==> src/rtl/axis_trigger_replay.sv <==
// Timestamped AXI-Stream event replay: buffers {T, D} words and drives D on dout when the run
// counter reaches T. Define AXIS_TRIGGER_REPLAY_LATE_CNT_EN to add the late_count output.
module axis_trigger_replay #(
  parameter int unsigned FIFO_ADDR_WIDTH = 2
) (
  input  logic         aclk,
  input  logic         areset,
  input  logic         enable,
  input  logic [127:0] s_axis_tdata,
  input  logic         s_axis_tvalid,
  output logic         s_axis_tready,
  output logic [65:0]  dout,
  output logic         busy,
  output logic [1:0]   test
`ifdef AXIS_TRIGGER_REPLAY_LATE_CNT_EN
  ,
  output logic [15:0]  late_count
`endif
);

  localparam int unsigned Depth = 2 ** FIFO_ADDR_WIDTH;
  localparam logic [FIFO_ADDR_WIDTH:0] PtrOne = {{FIFO_ADDR_WIDTH{1'b0}}, 1'b1};

  typedef enum logic [0:0] {StIdle, StRun} state_e;

  state_e                   state_q, state_d;
  logic [61:0]              cnt_q, cnt_d;
  logic [65:0]              dout_q, dout_d;
  logic [FIFO_ADDR_WIDTH:0] wr_ptr_q, rd_ptr_q;
  logic [127:0]             mem_q [Depth];
  logic [127:0]             head;
  logic [61:0]              head_t;
  logic [65:0]              head_d;
  logic                     empty, full, push, pop;

  // Pointers carry one extra wrap bit to tell full from empty.
  assign empty = (wr_ptr_q == rd_ptr_q);
  assign full  = (wr_ptr_q[FIFO_ADDR_WIDTH] != rd_ptr_q[FIFO_ADDR_WIDTH]) &&
                 (wr_ptr_q[FIFO_ADDR_WIDTH-1:0] == rd_ptr_q[FIFO_ADDR_WIDTH-1:0]);
  assign push  = s_axis_tvalid & ~full;

  assign head   = mem_q[rd_ptr_q[FIFO_ADDR_WIDTH-1:0]];
  assign head_t = head[127:66];
  assign head_d = head[65:0];

  always_comb begin
    state_d = state_q;
    cnt_d   = cnt_q;
    dout_d  = '0;
    pop     = 1'b0;
    unique case (state_q)
      StIdle: begin
        cnt_d = '0;
        if (enable) state_d = StRun;
      end
      StRun: begin
        // Matching head is replayed; a head already in the past is dropped.
        if (!empty) begin
          if (head_t == cnt_q) begin
            dout_d = head_d;
            pop    = 1'b1;
          end else if (head_t < cnt_q) begin
            pop = 1'b1;
          end
        end
        if (enable) begin
          cnt_d = cnt_q + 62'd1;
        end else begin
          state_d = StIdle;
          cnt_d   = '0;
        end
      end
      default: state_d = StIdle;
    endcase
  end

  always_ff @(posedge aclk or posedge areset) begin
    if (areset) begin
      state_q  <= StIdle;
      cnt_q    <= '0;
      dout_q   <= '0;
      wr_ptr_q <= '0;
      rd_ptr_q <= '0;
    end else begin
      state_q <= state_d;
      cnt_q   <= cnt_d;
      dout_q  <= dout_d;
      if (push) wr_ptr_q <= wr_ptr_q + PtrOne;
      if (pop)  rd_ptr_q <= rd_ptr_q + PtrOne;
    end
  end

  always_ff @(posedge aclk) begin
    if (push) mem_q[wr_ptr_q[FIFO_ADDR_WIDTH-1:0]] <= s_axis_tdata;
  end

  assign s_axis_tready = ~full;
  assign busy          = ~empty;
  assign dout          = dout_q;
  assign test          = {dout_q[65], |dout_q[15:0]};

`ifdef AXIS_TRIGGER_REPLAY_LATE_CNT_EN
  logic        late;
  logic [15:0] late_cnt_q;

  assign late = pop && (head_t != cnt_q);

  always_ff @(posedge aclk or posedge areset) begin
    if (areset) begin
      late_cnt_q <= '0;
    end else if ((state_q == StIdle) && enable) begin
      late_cnt_q <= '0;
    end else if (late && (late_cnt_q != 16'hffff)) begin
      late_cnt_q <= late_cnt_q + 16'd1;
    end
  end

  assign late_count = late_cnt_q;
`endif

endmodule

==> config.mk <==
export PLATFORM = sky130hd
export DESIGN_NAME = axis_trigger_replay
export DESIGN_NICKNAME = d
export VERILOG_FILES = /design/src/rtl/axis_trigger_replay.sv
export SDC_FILE = /design/constraint.sdc
export NUM_CORES = 1
export LEC_CHECK = 0
export BUFFER_PORTS_ARGS = -buffer_cell sky130_fd_sc_hd__buf_2
export CORE_UTILIZATION = 40
export CTS_BUF_LIST = sky130_fd_sc_hd__clkbuf_8 sky130_fd_sc_hd__clkbuf_16
export CTS_CLUSTER_DIAMETER = 120
export DETAILED_ROUTE_END_ITERATION = 12
export GPL_TIMING_DRIVEN = 0
export PLACE_DENSITY_LB_ADDON = 0.15
export SLEW_MARGIN = 5
export SYNTH_ARGS = -nofsm -noshare
export SYNTH_HDL_FRONTEND = slang
export SYNTH_SLANG_ARGS = --single-unit
==> constraint.sdc <==
create_clock -name aclk -period 5.05 [get_ports aclk]
set_input_delay 1.515 -clock aclk [delete_from_list [all_inputs] [get_ports aclk]]
set_output_delay 1.515 -clock aclk [all_outputs]
set_load 0.03 [all_outputs]
==> flow_summary.json <==
{
  "status": "completed",
  "synth_async_sr_flop_share": 0.209,
  "worst_slack_ns": 0.463,
  "chipWidth_um": 254,
  "path_buf_inv": 4,
  "hold_ws_ns": 0.504,
  "drv_cap": 0,
  "stdcell_area_um2": 30200,
  "hold_buffers": 0,
  "syn_area_per_cell_um2": 18.5,
  "place_worst_setup_slack_ns": -1.08,
  "rsz0062_at_grt": "false",
  "drive_gt1_frac": 0.282,
  "cp_top_family": "buffers and inverters",
  "cts_post_setup_buffers_inserted": 0,
  "synth_top_cell_by_area": "edfxtp_1",
  "cts_root_buf": "clkbuf_16",
  "grt_max_degree": 45,
  "power_mw": 15.7,
  "worstPathArrival_ns": 5.10,
  "die_y_um": 254,
  "post-route-period-util": 0.908,
  "cts_tree": "done",
  "cp_cell_sequence": "clkbuf_1 -> clkbuf_4 -> buf_1 -> mux4_2 -> ha_1 -> nand2_1 -> nor4_1 -> nand4b_1 -> or3_1 -> clkbuf_1 -> nor2b_1",
  "critPathMaxStageDelay_ns": 0.71,
  "hold_violations": 0,
  "synth_xor_xnor_area_share": 0.0203,
  "skew_ns": 0.0165,
  "clk_path_buf_depth": 3,
  "synth_top_family_by_area": "multiplexers",
  "r2r_slack_ns": 0.46,
  "ys.flop_type": "edfxtp_1",
  "synth-simple-area-share": 0.0628,
  "place.gp.congestion": 0.772,
  "syn_nets": 1576,
  "drt_wl_total_um": 53900,
  "grt_pass1_wl_um": 82200,
  "numCtsBuffers": 69,
  "globalRouteOverflowTotal": 0,
  "routedWlPerCell_um": 21.0,
  "synthAdderAreaFrac": 0.0334,
  "worstReg2RegStart": "rd_ptr_q[1]",
  "post-dp-hpwl_um": 35000,
  "std_cell_rows": 92,
  "endpoint_kind": "flip-flop",
  "cpMostUsedCell": "clkbuf_1",
  "synth-seq-area-share": 0.736,
  "worst_pin_slew_ns": 0.941,
  "vias": 13000,
  "clkTransAtPathRegs_ns": 0.06,
  "synthMuxAreaShare": 0.113,
  "drv_slew": 0,
  "placed_area_um2": 28000,
  "die_area_um2": 64700,
  "synth_compound_area_frac": 0.0172,
  "routed_via_density": 5.05,
  "worst_setup_path_start_kind": "flip-flop",
  "drc_errors": 0,
  "synthTopCellsByArea": "edfxtp_1 (60%), dfrtp_1 (13%), mux4_2 (11%)",
  "power_per_cell_area_nw_per_um2": 518,
  "max_freq_mhz": 218,
  "setup_tns_ns": 0,
  "yosysUniqueCellTypes": 46,
  "design.core.area_um2": 63000,
  "dp_cells": 2440,
  "setup_violations": 0,
  "grt_pass1_vias": 13800,
  "path_class": "flip-flop to flip-flop",
  "timing.rr.end": "dout[22]",
  "synth_enable_flop_cells": 512,
  "drt_first_pass_iters": 4,
  "fin_crit_ns": 4.59,
  "syn-cell-area_um2": 25500,
  "final_nets": 1864,
  "htreeDepth": 3,
  "drt_first_iter_violations": 633,
  "syn2layout_area_growth_pct": 18.6,
  "irDropWorstVdd_v": 0.000357,
  "port_buffers": 201,
  "hold_depth": 1,
  "hp-class": "flip-flop to flip-flop",
  "num_io_pins": 202,
  "final_core_util": 0.480,
  "r2r_cells": 11,
  "min_to": "wr_ptr_q[2]",
  "synth_seq_cells": 647,
  "initial_utilization": 0.405,
  "slew_headroom": 0.373,
  "power.leakage_nw": 11.0,
  "cpMaxStageDelayCell": "or3_1",
  "cts_sinks": 647,
  "yosys_warnings": 0,
  "grt_use_total": 0.172,
  "cp.required_ns": 5.56,
  "ant_nets": 0,
  "netlist.area_leader.share": 0.603,
  "clkLatencyLatePin_ns": 0.60,
  "instances_no_fill": 2569,
  "antenna_found_initial": 16,
  "syn-instance-count": 1376,
  "critPathMaxFanout": 12,
  "worstHoldStart": "wr_ptr_q[2]"
}
-- registers in the layout, indices dropped and copies added, names as in the netlist --
| name | flops |
|---|---|
| dout | 66 |
| mem_q | 512 |
| cnt_q | 62 |
| rd_ptr_q | 3 |
| state_q | 1 |
| wr_ptr_q | 3 |
-- kinds of logic (layout without fill, tap and decap cells) --
| family | after synthesis | count (layout) |
|---|---|---|
| adders and majority gates | 68 | 68 |
| and+or+nand+nor | 291 | 291 |
| other | 0 | 4 |
| AOI/OAI and AO/OA | 69 | 69 |
| buffers and inverters | 114 | 457 |
| xor gates and xnor gates | 59 | 59 |
| muxes | 128 | 128 |
| DFF | 647 | 647 |
-- placed cells by master (no fill, tap or decap), types with 8 or more instances in the layout --
| cell | instances |
|---|---|
| nand2_1 | 36 |
| buf_4 | 8 |
| a21o_1 | 10 |
| a21oi_1 | 27 |
| clkinv_2 | 12 |
| nor3_1 | 15 |
| and4_1 | 10 |
| edfxtp_1 | 512 |
| nor2_1 | 67 |
| nor2b_1 | 67 |
| o21ai_0 | 14 |
| clkbuf_1 | 25 |
| buf_12 | 10 |
| ha_1 | 68 |
| xnor2_1 | 56 |
| buf_2 | 204 |
| or3_1 | 11 |
| dfrtp_1 | 135 |
| nand4_1 | 25 |
| inv_1 | 84 |
| nand3_1 | 27 |
| mux4_2 | 128 |
| clkbuf_16 | 71 |
-- power by group --
group / switching (mW) / internal [mW]
registers: 0.177 / 6.81
logic: 2.08 / 1.75
clock network: 2.03 / 2.82
-- what timing repair did --
action / 4_1_cts / 5_1_grt
pin swaps: 0 / 0
endpoints found under the setup margin: 69 / 40
hold endpoints to repair: 0 / 0
resized for setup: 22 / 1
-- synthesized netlist by cell type, drive strengths merged (27+ instances only) --
| cell type | count |
|---|---|
| dfrtp | 135 |
| nand3 | 28 |
| mux4 | 128 |
| nor2 | 67 |
| nand4 | 27 |
| inv | 67 |
| xnor2 | 56 |
| nor2b | 67 |
| a21oi | 27 |
| edfxtp | 512 |
| ha | 68 |
| clkbuf | 33 |
| nand2 | 36 |
-- per-layer routing --
metal / vias to the layer above / routed length, um / track usage
met1: 6694 / 22300 / 0.213
met3: 85 / 3370 / 0.0512
li1: 5936 / - / -
met5: - / 132 / 0
met4: 22 / 910 / 0.0530
met2: 237 / 27200 / 0.290
-- layout make-up --
| cell class | count | area [um^2] |
|---|---|---|
| inverter | 67 | 255 |
| timing repair buffer | 218 | 1400 |
| sequential | 647 | 18800 |
| multi-input combinational | 615 | 6330 |
| fill | 5356 | 32700 |
| clock buffer | 78 | 1870 |
| antenna | 4 | 10.0 |
| buffer | 46 | 221 |
| clock inverter | 48 | 335 |
| tap | 846 | 1060 |
-- worst max path at each step --
stage | start | to | slack (ns) | cells past startpoint
final | rd_ptr_q[1] | dout[22] | 0.46 | 11
after global placement | s_axis_tvalid | mem_q[3][82] | -2.99 | 2
after floorplan | s_axis_tvalid | mem_q[3][0] | 0.004 | 1
after global routing | rd_ptr_q[0] | dout[22] | 0.06 | 11
after detailed placement | rd_ptr_q[1] | dout[52] | -1.08 | 12
after CTS | rd_ptr_q[0] | dout[27] | 0.006 | 12
-- worst register-to-register path: cells and delay by family, from the launching register on --
kind	cells	cell delay, ns
flops	1	0.36
simple gates	5	1.66
mux	1	0.43
fa+ha+maj	1	0.31
buf+inv	4	1.76
No activity file was read; power rests on OpenSTA's default activity.
